--- src/rtl/fractcam_pkg.sv ---
// fractcam_pkg: shared sizing constants and the update-controller state type.
package fractcam_pkg;

    localparam int unsigned KEY_W      = 160;
    localparam int unsigned SLICE_W    = 5;
    localparam int unsigned NUM_SLICES = KEY_W / SLICE_W;
    localparam int unsigned BLK_SEL_W  = 7;
    localparam int unsigned SRL_DEPTH  = 32;
    localparam int unsigned CNT_W      = $clog2(SRL_DEPTH);

    typedef enum logic [1:0] {
        IDLE  = 2'd0,
        SHIFT = 2'd1,
        DONE  = 2'd2
    } state_e;

endpackage

--- src/rtl/fractcam_slice_gen.sv ---
// fractcam_slice_gen: masked compare of the SRL address counter against one
// key slice; match_c is the bit to shift into that slice's SRL32.
// Ports: cnt (SRL address), key/mask (one slice), match_c (combinational result).
module fractcam_slice_gen #(
    parameter int unsigned SLICE_W = 5
) (
    input  logic [SLICE_W-1:0] cnt,
    input  logic [SLICE_W-1:0] key,
    input  logic [SLICE_W-1:0] mask,
    output logic               match_c
);

    // Address matches when every cared-for bit agrees with the key.
    always_comb begin
        match_c = (((cnt ^ key) & mask) == '0);
    end

endmodule

--- src/rtl/fractcam_update_ctrl.sv ---
// fractcam_update_ctrl: serialises one ternary rule into the SRL32-based CAM
// by walking all 32 SRL addresses and shifting in a match bit per slice.
// Ports:
//   clk, reset            - clock, synchronous active-high reset
//   upd_valid/upd_ready   - rule request handshake (ready only when idle)
//   upd_key/upd_mask      - rule value and care mask (1 = compare)
//   upd_blk               - target CAM block
//   upd_clear             - only with FRACTCAM_UPD_CLEAR_EN: write all zeros
//   wr, we_sel, srl_din   - SRL shift enable, block select, shift-in bits
//   search_stall          - CAM must not be searched while updating
//   upd_done              - one-cycle completion pulse
// Optional feature macro: FRACTCAM_UPD_CLEAR_EN.
module fractcam_update_ctrl #(
    parameter  int unsigned KEY_W      = fractcam_pkg::KEY_W,
    parameter  int unsigned SLICE_W    = fractcam_pkg::SLICE_W,
    parameter  int unsigned BLK_SEL_W  = fractcam_pkg::BLK_SEL_W,
    localparam int unsigned NUM_SLICES = KEY_W / SLICE_W
) (
    input  logic                  clk,
    input  logic                  reset,
    input  logic                  upd_valid,
    output logic                  upd_ready,
    input  logic [KEY_W-1:0]      upd_key,
    input  logic [KEY_W-1:0]      upd_mask,
    input  logic [BLK_SEL_W-1:0]  upd_blk,
`ifdef FRACTCAM_UPD_CLEAR_EN
    input  logic                  upd_clear,
`endif
    output logic                  wr,
    output logic [BLK_SEL_W-1:0]  we_sel,
    output logic [NUM_SLICES-1:0] srl_din,
    output logic                  search_stall,
    output logic                  upd_done
);

    import fractcam_pkg::*;

    state_e                  state_q, state_d;
    logic [CNT_W-1:0]        cnt_q, cnt_d;
    logic [KEY_W-1:0]        key_q, key_d;
    logic [KEY_W-1:0]        mask_q, mask_d;
    logic [BLK_SEL_W-1:0]    blk_q, blk_d;
`ifdef FRACTCAM_UPD_CLEAR_EN
    logic                    clear_q, clear_d;
`endif
    logic                    wr_q, wr_d;
    logic [BLK_SEL_W-1:0]    we_sel_q, we_sel_d;
    logic [NUM_SLICES-1:0]   srl_din_q, srl_din_d;
    logic                    search_stall_q, search_stall_d;
    logic                    upd_ready_q, upd_ready_d;
    logic                    upd_done_q, upd_done_d;
    logic [NUM_SLICES-1:0]   match_c;

    // Outputs are registered from next-state values so they line up with the state.
    // The slice width equals the SRL address width, so cnt feeds each compare directly.
    for (genvar i = 0; i < NUM_SLICES; i++) begin : g_slice
        fractcam_slice_gen #(.SLICE_W(SLICE_W)) u_slice (
            .cnt     (SLICE_W'(cnt_d)),
            .key     (key_d[i*SLICE_W +: SLICE_W]),
            .mask    (mask_d[i*SLICE_W +: SLICE_W]),
            .match_c (match_c[i])
        );
    end

    // Next-state and output decode.
    always_comb begin
        state_d        = state_q;
        cnt_d          = cnt_q;
        key_d          = key_q;
        mask_d         = mask_q;
        blk_d          = blk_q;
`ifdef FRACTCAM_UPD_CLEAR_EN
        clear_d        = clear_q;
`endif
        wr_d           = 1'b0;
        we_sel_d       = '0;
        srl_din_d      = '0;

        case (state_q)
            IDLE: begin
                if (upd_valid && upd_ready_q) begin
                    state_d = SHIFT;
                    cnt_d   = CNT_W'(SRL_DEPTH - 1);
                    key_d   = upd_key;
                    mask_d  = upd_mask;
                    blk_d   = upd_blk;
`ifdef FRACTCAM_UPD_CLEAR_EN
                    clear_d = upd_clear;
`endif
                end
            end
            SHIFT: begin
                // Stop after address 0 is written; never wrap.
                if (cnt_q == '0) begin
                    state_d = DONE;
                end else begin
                    cnt_d = cnt_q - CNT_W'(1);
                end
            end
            DONE: begin
                state_d = IDLE;
            end
            default: begin
                state_d = IDLE;
            end
        endcase

        upd_ready_d    = (state_d == IDLE);
        search_stall_d = (state_d != IDLE);
        upd_done_d     = (state_d == DONE);
        if (state_d == SHIFT) begin
            wr_d      = 1'b1;
            we_sel_d  = blk_d;
            srl_din_d = match_c;
`ifdef FRACTCAM_UPD_CLEAR_EN
            if (clear_d) begin
                srl_din_d = '0;
            end
`endif
        end
    end

    // State and output registers.
    always_ff @(posedge clk) begin
        if (reset) begin
            state_q        <= IDLE;
            cnt_q          <= '0;
            key_q          <= '0;
            mask_q         <= '0;
            blk_q          <= '0;
`ifdef FRACTCAM_UPD_CLEAR_EN
            clear_q        <= 1'b0;
`endif
            wr_q           <= 1'b0;
            we_sel_q       <= '0;
            srl_din_q      <= '0;
            search_stall_q <= 1'b0;
            upd_ready_q    <= 1'b1;
            upd_done_q     <= 1'b0;
        end else begin
            state_q        <= state_d;
            cnt_q          <= cnt_d;
            key_q          <= key_d;
            mask_q         <= mask_d;
            blk_q          <= blk_d;
`ifdef FRACTCAM_UPD_CLEAR_EN
            clear_q        <= clear_d;
`endif
            wr_q           <= wr_d;
            we_sel_q       <= we_sel_d;
            srl_din_q      <= srl_din_d;
            search_stall_q <= search_stall_d;
            upd_ready_q    <= upd_ready_d;
            upd_done_q     <= upd_done_d;
        end
    end

    assign wr           = wr_q;
    assign we_sel       = we_sel_q;
    assign srl_din      = srl_din_q;
    assign search_stall = search_stall_q;
    assign upd_ready    = upd_ready_q;
    assign upd_done     = upd_done_q;

endmodule

--- config.mk ---
export PLATFORM = sky130hd
export DESIGN_NAME = fractcam_update_ctrl
export DESIGN_NICKNAME = d
export VERILOG_FILES = /design/src/rtl/fractcam_pkg.sv /design/src/rtl/fractcam_slice_gen.sv /design/src/rtl/fractcam_update_ctrl.sv
export SDC_FILE = /design/constraint.sdc
export NUM_CORES = 1
export LEC_CHECK = 0
export CAP_MARGIN = 10
export CORE_MARGIN = 2
export CORE_UTILIZATION = 40
export DETAILED_ROUTE_END_ITERATION = 8
export HOLD_SLACK_MARGIN = 0.12
export PLACE_DENSITY = 0.66
export RECOVER_POWER = 50
export SYNTH_ARGS = -nofsm -noshare
export SYNTH_HDL_FRONTEND = slang
export SYNTH_SLANG_ARGS = --single-unit
--- constraint.sdc ---
create_clock -name clk -period 4.3 [get_ports clk]
set_input_delay 0.86 -clock clk [delete_from_list [all_inputs] [get_ports clk]]
set_output_delay 0.86 -clock clk [all_outputs]
set_load 0.05 [all_outputs]
Word-level counts from Yosys, hierarchy flattened
Index checks and enable logic that the tools add are counted.

Mux-type cells: 13. Reduce and logical (&&, ||, !) cells: 38. Equality and inequality tests: 3. Bitwise operators: 65. $add $sub $neg: 1.

Operators with widths (count): $mux 160 (4); $logic_not 5->1 (33); $and 5x5->5 (32); $xor 5x5->5 (32); $mux 7 (2); $mux 5 (2); $pmux 5 s2 (1); $sub 5x1->5 const B (1); $eq 2x1->1 const B (2); $logic_not 2->1 (2); $mux 2 (2); $pmux 2 s2 (1); $eq 2x2->1 const B (1); $reduce_bool 2->1 (1); $reduce_or 2->1 (1); $logic_and 1x1->1 (1); $mux 1 (1); $not 1->1 (1).

Output and inout bits: 43. Logic and storage cells: 131. Register bits after elaboration: 377.

Longest topological paths before layout
Gate-level depths: netlist (run 1).

Depth in word-level cells: 6. Mapped depth: 11.

Modules after synthesis
Synthesis (run 1) repeated with hierarchy kept, for this count alone.

Cell total of the unflattened synthesis: 1497. Area total of the unflattened synthesis: 18237.5 um^2.

Modules (own cells, without submodules): fractcam_update_ctrl (cells each 1209, times used 1, sequential area each 7547.2 um^2, area an instance 16075.4 um^2); fractcam_slice_gen (cells each 9, times used 32, sequential area each 0.0 um^2, area an instance 67.6 um^2).

Least setup slack after synthesis (run 1)
No wires, ideal clock.

Kind: flip-flop to flip-flop. Start point: register cnt_q[0]. End point: register srl_din_q[0], in the netlist srl_din[0]. Clock period less this slack: 2573 ps. Setup slack: 1727 ps. Path buffers: 3. Required time: 4212 ps. Arrival time: 2485 ps. Stages on the path, launching flop included: 11. Path through: dfxtp_1 buf_4 buf_1 inv_1 ha_1 and3b_1 a2111o_1 buf_6 a21oi_2 o31ai_1 nor4_2.

Word-level cells in the longest chain between the ends: 6.

Ends and longest elaborated chain: from (decl) (RTL line fractcam_update_ctrl.sv:39) `logic [CNT_W-1:0] cnt_q, cnt_d;`; from (signal assigned) (RTL line fractcam_update_ctrl.sv:142) `cnt_q <= cnt_d;`; $sub 5x1->5 or $logic_not 5->1 (tied branches) (RTL line fractcam_update_ctrl.sv:97, fractcam_update_ctrl.sv:94); $mux 5 or $mux 2 (tied branches) (RTL line fractcam_update_ctrl.sv:94) `if (cnt_q == '0) begin`; $pmux 5 s2 or $pmux 2 s2 (tied branches) (RTL line fractcam_update_ctrl.sv:79) `case (state_q)`; $xor 5x5->5 or $eq 2x1->1 (tied branches) (RTL line fractcam_slice_gen.sv:15, fractcam_update_ctrl.sv:111); $and 5x5->5 or $not 1->1 (tied branches); $logic_not 5->1 or $reduce_or 2->1 (tied branches); to (signal assigned) (RTL line fractcam_update_ctrl.sv:151) `srl_din_q <= srl_din_d;`; to (decl) (RTL line fractcam_update_ctrl.sv:48) `logic [NUM_SLICES-1:0] srl_din_q, srl_din_d;`.

Parallel ways exist; a longest one is shown, timed or not. A chain may end at the register's enable or synchronous reset.

Final worst setup path (run 1)
Start point: input upd_valid. End point: register srl_din_q[20], in the netlist srl_din[20].

Word-level cells in the longest chain between the ends: 6.

Ends and longest elaborated chain: from (decl) (RTL line fractcam_update_ctrl.sv:21) `input logic upd_valid,`; $logic_and 1x1->1 (*) (RTL line fractcam_update_ctrl.sv:81) `if (upd_valid && upd_ready_q) begin`; $mux 5, or another cell as far along (RTL line fractcam_update_ctrl.sv:81); $pmux 5 s2, or another cell as far along (RTL line fractcam_update_ctrl.sv:79); $xor 5x5->5 or $eq 2x1->1 (tied branches) (RTL line fractcam_slice_gen.sv:15, fractcam_update_ctrl.sv:111); $and 5x5->5 or $not 1->1 (tied branches); $logic_not 5->1 or $reduce_or 2->1 (tied branches).

Every way passes the cells marked *; elsewhere a longest branch is shown, timed or not.

==> impl_metrics.tcl, run 1 <==
set metrics [dict create \
    status "finished, violations left" \
    violations "capacitance limit, slew limit" \
    fin_hold_ws_ns 0.457 \
    hp-class "reg2reg" \
    max-slew-margin-rel -0.184 \
    fin_total_pwr_mw 10.9 \
    route.met2.wl_um 25300 \
    critPathRequiredTime_ns 4.76 \
    via_per_inst 5.25 \
    grt_pass1_vias 14600 \
    placedInstanceArea_um2 21100 \
    numCtsBuffers 43 \
    crit_chain "dlygate4sd3_1 > nand3_1 > buf_12 > nand2_1 > o22ai_1 > nor4_2" \
    postLayoutCoreUtil 0.538 \
    wl_um 53100 \
    synth_xor_area_frac 0.0502 \
    ys_seq_elements 377 \
    synth_fa_ha_area_frac 0.000739 \
    setup_viol 0 \
    fin_ws_ns 0.819 \
    antenna_found_initial 4 \
    ys_types 40 \
    syn_to_final_growth_pct 33.1 \
    firstDrtPassIters 5 \
    vias 14800 \
    place.gp.congestion 0.814 \
    grt_usage 0.236 \
    dpl.hpwl_um 35500 \
    vdd.ir_drop.worst_v 0.000287 \
    pre_cts_ws_ns 0.691 \
    antenna_left 0 \
    ctsLongestPathBuffers 3 \
    path_clk_slew_ns 0.06 \
    io_pins 373 \
    clock_latency_ns 0.56 \
    worst_pin_slew_ns 1.77 \
    critPathMaxStageDelay_ns 1.22 \
    hold_viol_final 0 \
    grt_max_degree 159 \
    m1WireLength_um 23300 \
    cts_max_level 2 \
    port_buffers 372 \
    p_leak_nw 8.55 \
    critPathKind "in2reg" \
    cts_root_buffer "clkbuf_16" \
    final_cells 2816 \
    die-height_um 210 \
    wl_per_cell_um 18.9 \
    fill_cells 3840 \
    crit_path_start_kind "primary input" \
    yosysWarnings 0 \
    drc 0 \
    crit_buf_inv 2 \
    cp.arrival_ns 3.94 \
    core_um2 41900 \
    synthesis.area_um2 16900 \
    syn_area_per_cell_um2 8.73 \
    ys.flop_type "dfxtp_1" \
    p_per_area_nw_per_um2 482 \
    maxCapViolCount 2 \
    ys_async_sr_fraction 0 \
    clock_skew_ns 0.0194 \
    layout-drive-gt1-share 0.0774 \
    cts_resized 0 \
    first_iter_violations 1122 \
    top_layer "met4" \
    dieArea_um2 44000 \
    die_w_um 210 \
    synth.area.mux_share 0.119 \
    rrSetupSlack_ns 0.99 \
    fin_crit_ns 3.48 \
    crit_path_end_kind "flop" \
    cts_tree "done" \
    rows 75 \
    yosysSeqAreaShare 0.446 \
    dp.cells 2734 \
    clock.fmax_mhz 287 \
    final_nets 2571 \
    period_share 0.809 \
    synth_edf_count 0 \
    slew_viol_final 68 \
    crit_path_max_fanout 60 \
    critPathTopFamily "simple AND/OR/NAND/NOR gates" \
    initial_core_util 0.404 \
    rsz0062_at_grt "no" \
    final_cell_area_um2 22500 \
    cts_sinks 377 \
    grt_overflow 0 \
    wl_met3_um 3160 \
    grt_pass1_wl_um 81700 \
    cts_hold_buf 0 \
    setup_tns_ns 0 \
    netlist_instances 1939 \
    synth_compound_area_frac 0.144 \
    mappedNetlistNets 2270 \
    synth_top_family_by_area "simple AND/OR/NAND/NOR gates" \
    post_cts_buffers 0 \
    synth-simple-area-share 0.177 \
    cp_slowest_cell "nand3_1" \
]
worst min-delay path: stages (launching register included):
cell,delay (ns)
dfxtp_1,0.30
nand2_1,0.06
a21oi_1,0.05
report_power, final:
part           internal [mW]  switching (mW)  leakage [nW]  total (mW)
clock                   2.34            1.47         0.730        3.81
sequential              3.83           0.129          3.09        3.95
combinational           1.27            1.83          4.73        3.10
sequential cells by signal, indices dropped and copies added, names as in the netlist:
name and flops:
mask_q 160, cnt_q 5, state_q 2, we_sel 7, upd_ready 1, wr 1, upd_done 1, search_stall 1
blk_q 7, key_q 160, srl_din 32
placed cells by master (no fill, tap or decap), types with 64 or more instances in the layout:
cell	count
a21boi_0	64
xnor2_1	65
dfxtp_1	376
nor2_1	211
clkdlybuf4s50_1	370
inv_1	73
mux2i_1	199
nand2_1	256
nor3_1	98
a21oi_1	163
cells in the mapped netlist (all sizes together) (2+ instances only):
master    n  share of area
nor4     32          0.024
o22ai    63          0.023
a21boi   64          0.028
nand2   256          0.057
o32ai     2         0.0010
nor3     98          0.029
xnor2    65          0.034
nand3     2        0.00059
nor2    212          0.047
nand2b    3         0.0011
a21oi   195          0.065
inv      73          0.016
nand3b    2        0.00089
o31ai    33          0.015
buf      64          0.028
nor4bb    3         0.0018
mux2i   200           0.12
clkbuf   82          0.018
o21ai    34          0.010
nor2b     2        0.00074
or3      33          0.012
dfxtp   377           0.45
xor2     32          0.017
final cells by class:
type | count | area (µm²) | share of cell area
tap | 539 | 674 | 0.0299
inverter | 73 | 274 | 0.0122
clock buffer | 71 | 1360 | 0.0606
clock inverter | 7 | 116 | 0.00517
multi-input combinational | 1343 | 8420 | 0.374
timing repair buffer | 402 | 4110 | 0.183
sequential | 377 | 7550 | 0.335
antenna | 4 | 10.0 | 0.000444
worst paths after layout:
check / from / endpoint / cells past startpoint
max: upd_valid / srl_din[20] / 6
min: mask_q[150] / mask_q[150] / 2
max reg2reg: state_q[1] / srl_din[20] / 6
min reg2reg: mask_q[150] / mask_q[150] / 2
kinds of logic after synthesis:
| family | count (synthesis) |
|---|---|
| compound gates | 396 |
| xor+xnor | 97 |
| fa+ha+maj | 1 |
| buf+inv | 219 |
| flops | 377 |
| mux | 201 |
| simple gates | 648 |
routing by layer:
metal,GRT usage,up-vias
met5,0,-
met4,0.0807,0
met3,0.0408,80
met2,0.397,456
met1,0.307,7016
li1,-,7226
No activity file was read; power rests on OpenSTA's default activity.
==> inputs of run 2 (changes only) <==
==> constraint.sdc (replaced) <==
create_clock -name clk -period 3.32 [get_ports clk]
set_input_delay 0.664 -clock clk [delete_from_list [all_inputs] [get_ports clk]]
set_output_delay 0.664 -clock clk [all_outputs]
set_load 0.05 [all_outputs]
==> run 2 against run 1 <==
The run now ends clean. Setup slack got worse by 0.46 ns. Total power rose by 26%. Die area did not move. Routed wire length barely moved. Flip-flop and latch count did not move. Sequential power rose by 30%. Register-to-register slack got worse by 0.61 ns. Cell count rose by 0.46%. Global-route usage barely moved. Cell area barely moved. Combinational power rose by 32%. Critical path type unchanged. Critical endpoint is now srl_din[19]. Highest routed layer unchanged.
==> impl_metrics.tcl, run 2 (synthesis gave the netlist of run 1 again) <==
set metrics [dict create \
    rsz0062_at_grt "no" \
    min_path_cells 2 \
    worst_pin_slew_ns 1.22 \
    cts_sinks 377 \
    status "complete, no violations" \
    setup_viol 0 \
    maxCapViolCount 0 \
    grt_overflow 0 \
    cts_resized 0 \
    critPathRequiredTime_ns 3.79 \
    die_w_um 210 \
    max-slew-margin-rel 0.185 \
    fin_crit_ns 2.96 \
    dieArea_um2 44000 \
    slew_viol_final 0 \
    hold_viol_final 0 \
    hold_start "mask_q[150]" \
    mostFrequentLayoutCells "376 x dfxtp_1, 370 x clkdlybuf4s50_1, 256 x nand2_1" \
    grt_pass1_wl_um 81300 \
    p_leak_nw 8.56 \
    firstDrtPassIters 5 \
    cts_hold_buf 0 \
    rrSetupSlack_ns 0.38 \
    vdd.ir_drop.worst_v 0.000302 \
    fill_cells 3803 \
    place.gp.congestion 0.814 \
    antenna_found_initial 2 \
    post_cts_buffers 0 \
    numCtsBuffers 42 \
    rows 75 \
    grt_usage 0.236 \
    wl_per_cell_um 18.8 \
    crit_path_start_kind "primary input" \
    first_iter_violations 867 \
    crit_path_max_fanout 18 \
    port_buffers 372 \
    vias 14800 \
    wl_um 53200 \
    cp.arrival_ns 3.43 \
    io_pins 373 \
    reg2reg_depth 7 \
    cts_max_level 2 \
    core_um2 41900 \
    grt_pass1_vias 14700 \
    min_to "mask_q[150]" \
    grt_max_degree 177 \
    crit_path_end_kind "flop" \
    hp-class "reg2reg" \
    final_nets 2590 \
    p_per_area_nw_per_um2 606 \
    postLayoutCoreUtil 0.538 \
    antenna_left 0 \
    regArea_um2 7550 \
    drc 0 \
    clock.fmax_mhz 337 \
    path_clk_slew_ns 0.06 \
    initial_core_util 0.404 \
    timing.rr.start "cnt_q[0]" \
    final_common_cell "dfxtp_1" \
    die-height_um 210 \
    critPathKind "in2reg" \
    setup_tns_ns 0 \
    via_per_inst 5.24 \
    ctsLongestPathBuffers 3 \
    clock_latency_ns 0.57 \
    period_share 0.892 \
    dpl.hpwl_um 36600 \
    multi_input_area_um2 8430 \
    layout-drive-gt1-share 0.0800 \
    reg2reg_to "srl_din[8]" \
    cts_root_buffer "clkbuf_16" \
    clock_skew_ns 0.0211 \
    syn_to_final_growth_pct 33.1 \
    cts_tree "done" \
]
==> run 2: how the worst max path moves through the flow <==
stage	start	to	depth (start not counted)
after detailed placement	upd_valid	srl_din[16]	8
final	upd_valid	srl_din[19]	8
after CTS	cnt_q[0]	srl_din[20]	7
after global placement	upd_valid	srl_din[17]	8
after floorplan	cnt_q[0]	srl_din[0]	10
after global routing	state_q[1]	srl_din[19]	7
==> run 2: critical path, cell delays in order <==
cell and delay (ns):
dlygate4sd3_1 0.60, nor4bb_4 0.37, buf_12 0.24, clkbuf_1 0.60, mux2i_1 0.35, a21boi_0 0.22, o31ai_1 0.11, nor4_2 0.26
==> run 2: power breakdown <==
group	internal, mW	total, mW	switching (mW)
registers	4.96	5.14	0.186
logic	1.70	4.09	2.38
clock network	2.56	4.42	1.87
==> run 2: metrics by stage <==
step                      hold WS [ns]  power (mW)  worst slack, ns  instances  instance area [µm²]
after global routing             0.463        14.3            0.154       2829                22500
after global placement           0.445        9.25            0.222       2754                21300
after detailed placement         0.455        9.33            0.162       2754                21300
final                            0.459        13.7            0.357       2829                22500
after CTS                        0.443        13.8            0.350       2827                22600
after floorplan                  0.434        7.83            0.747       1939                16900
==> run 2: layer usage <==
layer	up-vias	track usage	share of wire
li1	7247	-	-
met1	7006	0.303	0.44
met2	484	0.401	0.47
met3	98	0.0382	0.058
met4	0	0.0868	0.029
met5	-	0	0
==> run 2: final cells by class <==
cell class / instances / share of cell area
diodes: 2 / 0.000222
clock buffers: 65 / 0.0549
clock inverters: 8 / 0.00261
inverters: 73 / 0.0122
multi-input cells: 1343 / 0.374
flip-flops and latches: 377 / 0.335
well taps: 539 / 0.0299
repair buffers: 422 / 0.191
==> variant (settings of run 2) <==
Set the package constant `KEY_W` to 240 (it was 160).
--- a/src/rtl/fractcam_pkg.sv
+++ b/src/rtl/fractcam_pkg.sv
@@ -1,7 +1,7 @@
 // fractcam_pkg: shared sizing constants and the update-controller state type.
 package fractcam_pkg;
 
-    localparam int unsigned KEY_W      = 160;
+    localparam int unsigned KEY_W      = 240;
     localparam int unsigned SLICE_W    = 5;
     localparam int unsigned NUM_SLICES = KEY_W / SLICE_W;
     localparam int unsigned BLK_SEL_W  = 7;
Ports: changed (resized srl_din, upd_key and upd_mask); port bits go from 373 to 549. No check against the original RTL was run, so the function may have changed too.
==> variant against run 2 <==
  * Final area increased by 63%
  * Via count increased by 91%
  * Synthesized cell count increased by 91%
  * Worst setup slack improved by 0.094 ns
  * Final cell count increased by 79%
  * Area after synthesis increased by 67%
  * Critical endpoint is now srl_din[46]
  * Sequential cell count increased by 176
  * Routed wire length increased by 79%
  * Total power increased by 46%
==> variant: results (changes against run 2) <==
[placement]
portBuffers = 548  ; +47%
dp_cells = 4961  ; +80%
gp_congestion = 0.848  ; +4.2%
pre_cts_ws_ns = 0.213  ; +0.0504 ns

[min_path]
min_path_type = input pin to flop
worst_hold_startpoint = reset

[logic_synthesis]
synth_compound_area_frac = 0.237  ; +0.0925
synth.distinct_cells = 54  ; +35%
syn_nets = 4204  ; +85%
synthMuxAreaShare = 0.00323  ; -0.116
synth-xor-area-share = 0.0152  ; -0.0350
avgSynthCellArea_um2 = 7.62  ; -13%
synth_top_cells_by_area = dfxtp_1, nand2_1, a21oi_1
synth_common_cells = nand2_1, dfxtp_1, a21oi_1
synth_fa_ha_area_frac = 0.000442  ; -0.000297

[clock_tree]
cts_inserted_buffers = 61  ; +45%
clk_latency_ns = 0.64  ; +0.07 ns

[grt]
grt_use_met1 = 0.327  ; +0.0248
global_route.usage.met2 = 0.419  ; +0.0181
grt_pass1_vias = 27300  ; +86%
grt_pass1_wl_mm = 149  ; +84%
grt.met3_usage = 0.0369  ; -0.00126
grt_usage = 0.250  ; +0.0141
grt_max_degree = 181  ; +2.3%
antenna_found_initial = 4  ; +2

[worst_setup_path]
cp_max_fo = 40  ; +22
start_kind = flop
crit_end = srl_din[46]
rrSetupSlack_ns = 0.45  ; +0.07 ns
arrival_ns = 3.44  ; about the same
rr_worst_depth = 9  ; +2

[detailed_routing]
wirelength_met1_mm = 41.5  ; +78%
routed_wl_mm = 94.9  ; +79%
viasPerCell = 5.58  ; +6.4%
first_pass_iters = 6  ; +1
dr.max_layer_used = met5
met3WireLength_mm = 5.39  ; +76%
met2WireLength_mm = 45.0  ; +78%
first_iter_violations = 2159  ; +150%

[final_layout]
drive_above_1_share = 0.0552  ; -0.0248
stdcell_count = 5074  ; +79%
nets = 4575  ; +77%

[pwr]
ir_drop_v = 0.000443  ; +46%
p_leak_uw = 0.0130  ; +52%

[sta]
worst_pin_slew_ns = 1.06  ; -0.157 ns
skew_ns = 0.0171  ; -0.00406 ns
hold_ws_ns = 0.306  ; -0.153 ns
finalCriticalPeriod_ns = 2.87  ; -0.0939 ns

[run_status]
status = complete, no violations

[die]
num_rows = 97  ; +29%

variant: power by group:
| part | total (uW) | internal [uW] | switching [uW] |
|---|---|---|---|
| Combinational | 5280 | 2000 | 3280 |
| Clock | 6940 | 4070 | 2870 |
| Sequential | 7680 | 7240 | 438 |
| Total | 19900 | 13300 | 6590 |
variant: area by class of cell:
cell class	count	area, um2
Sequential cell	553	11100
Timing Repair Buffer	620	6370
Clock inverter	25	309
Tap cell	940	1180
Inverter	199	747
Fill cell	6723	33400
Clock buffer	87	1720
Multi-Input combinational cell	2649	15200
Antenna cell	1	2.50
variant: worst max-delay path, cell delays in order, from the launching register on:
cell and delay (ns):
dfxtp_4 0.35, inv_1 0.08, ha_2 0.22, nor4b_4 0.16, buf_4 0.20, a2111o_2 0.48
clkbuf_4 0.51, a31oi_1 0.33, nand4_1 0.13, and4bb_1 0.29
variant: metrics by stage:
stage                util  area [um2]
finish              0.523       36600
global route        0.523       36600
CTS                 0.524       36700
detailed placement  0.495       34600
global placement    0.495       34600
floorplan               -       28300
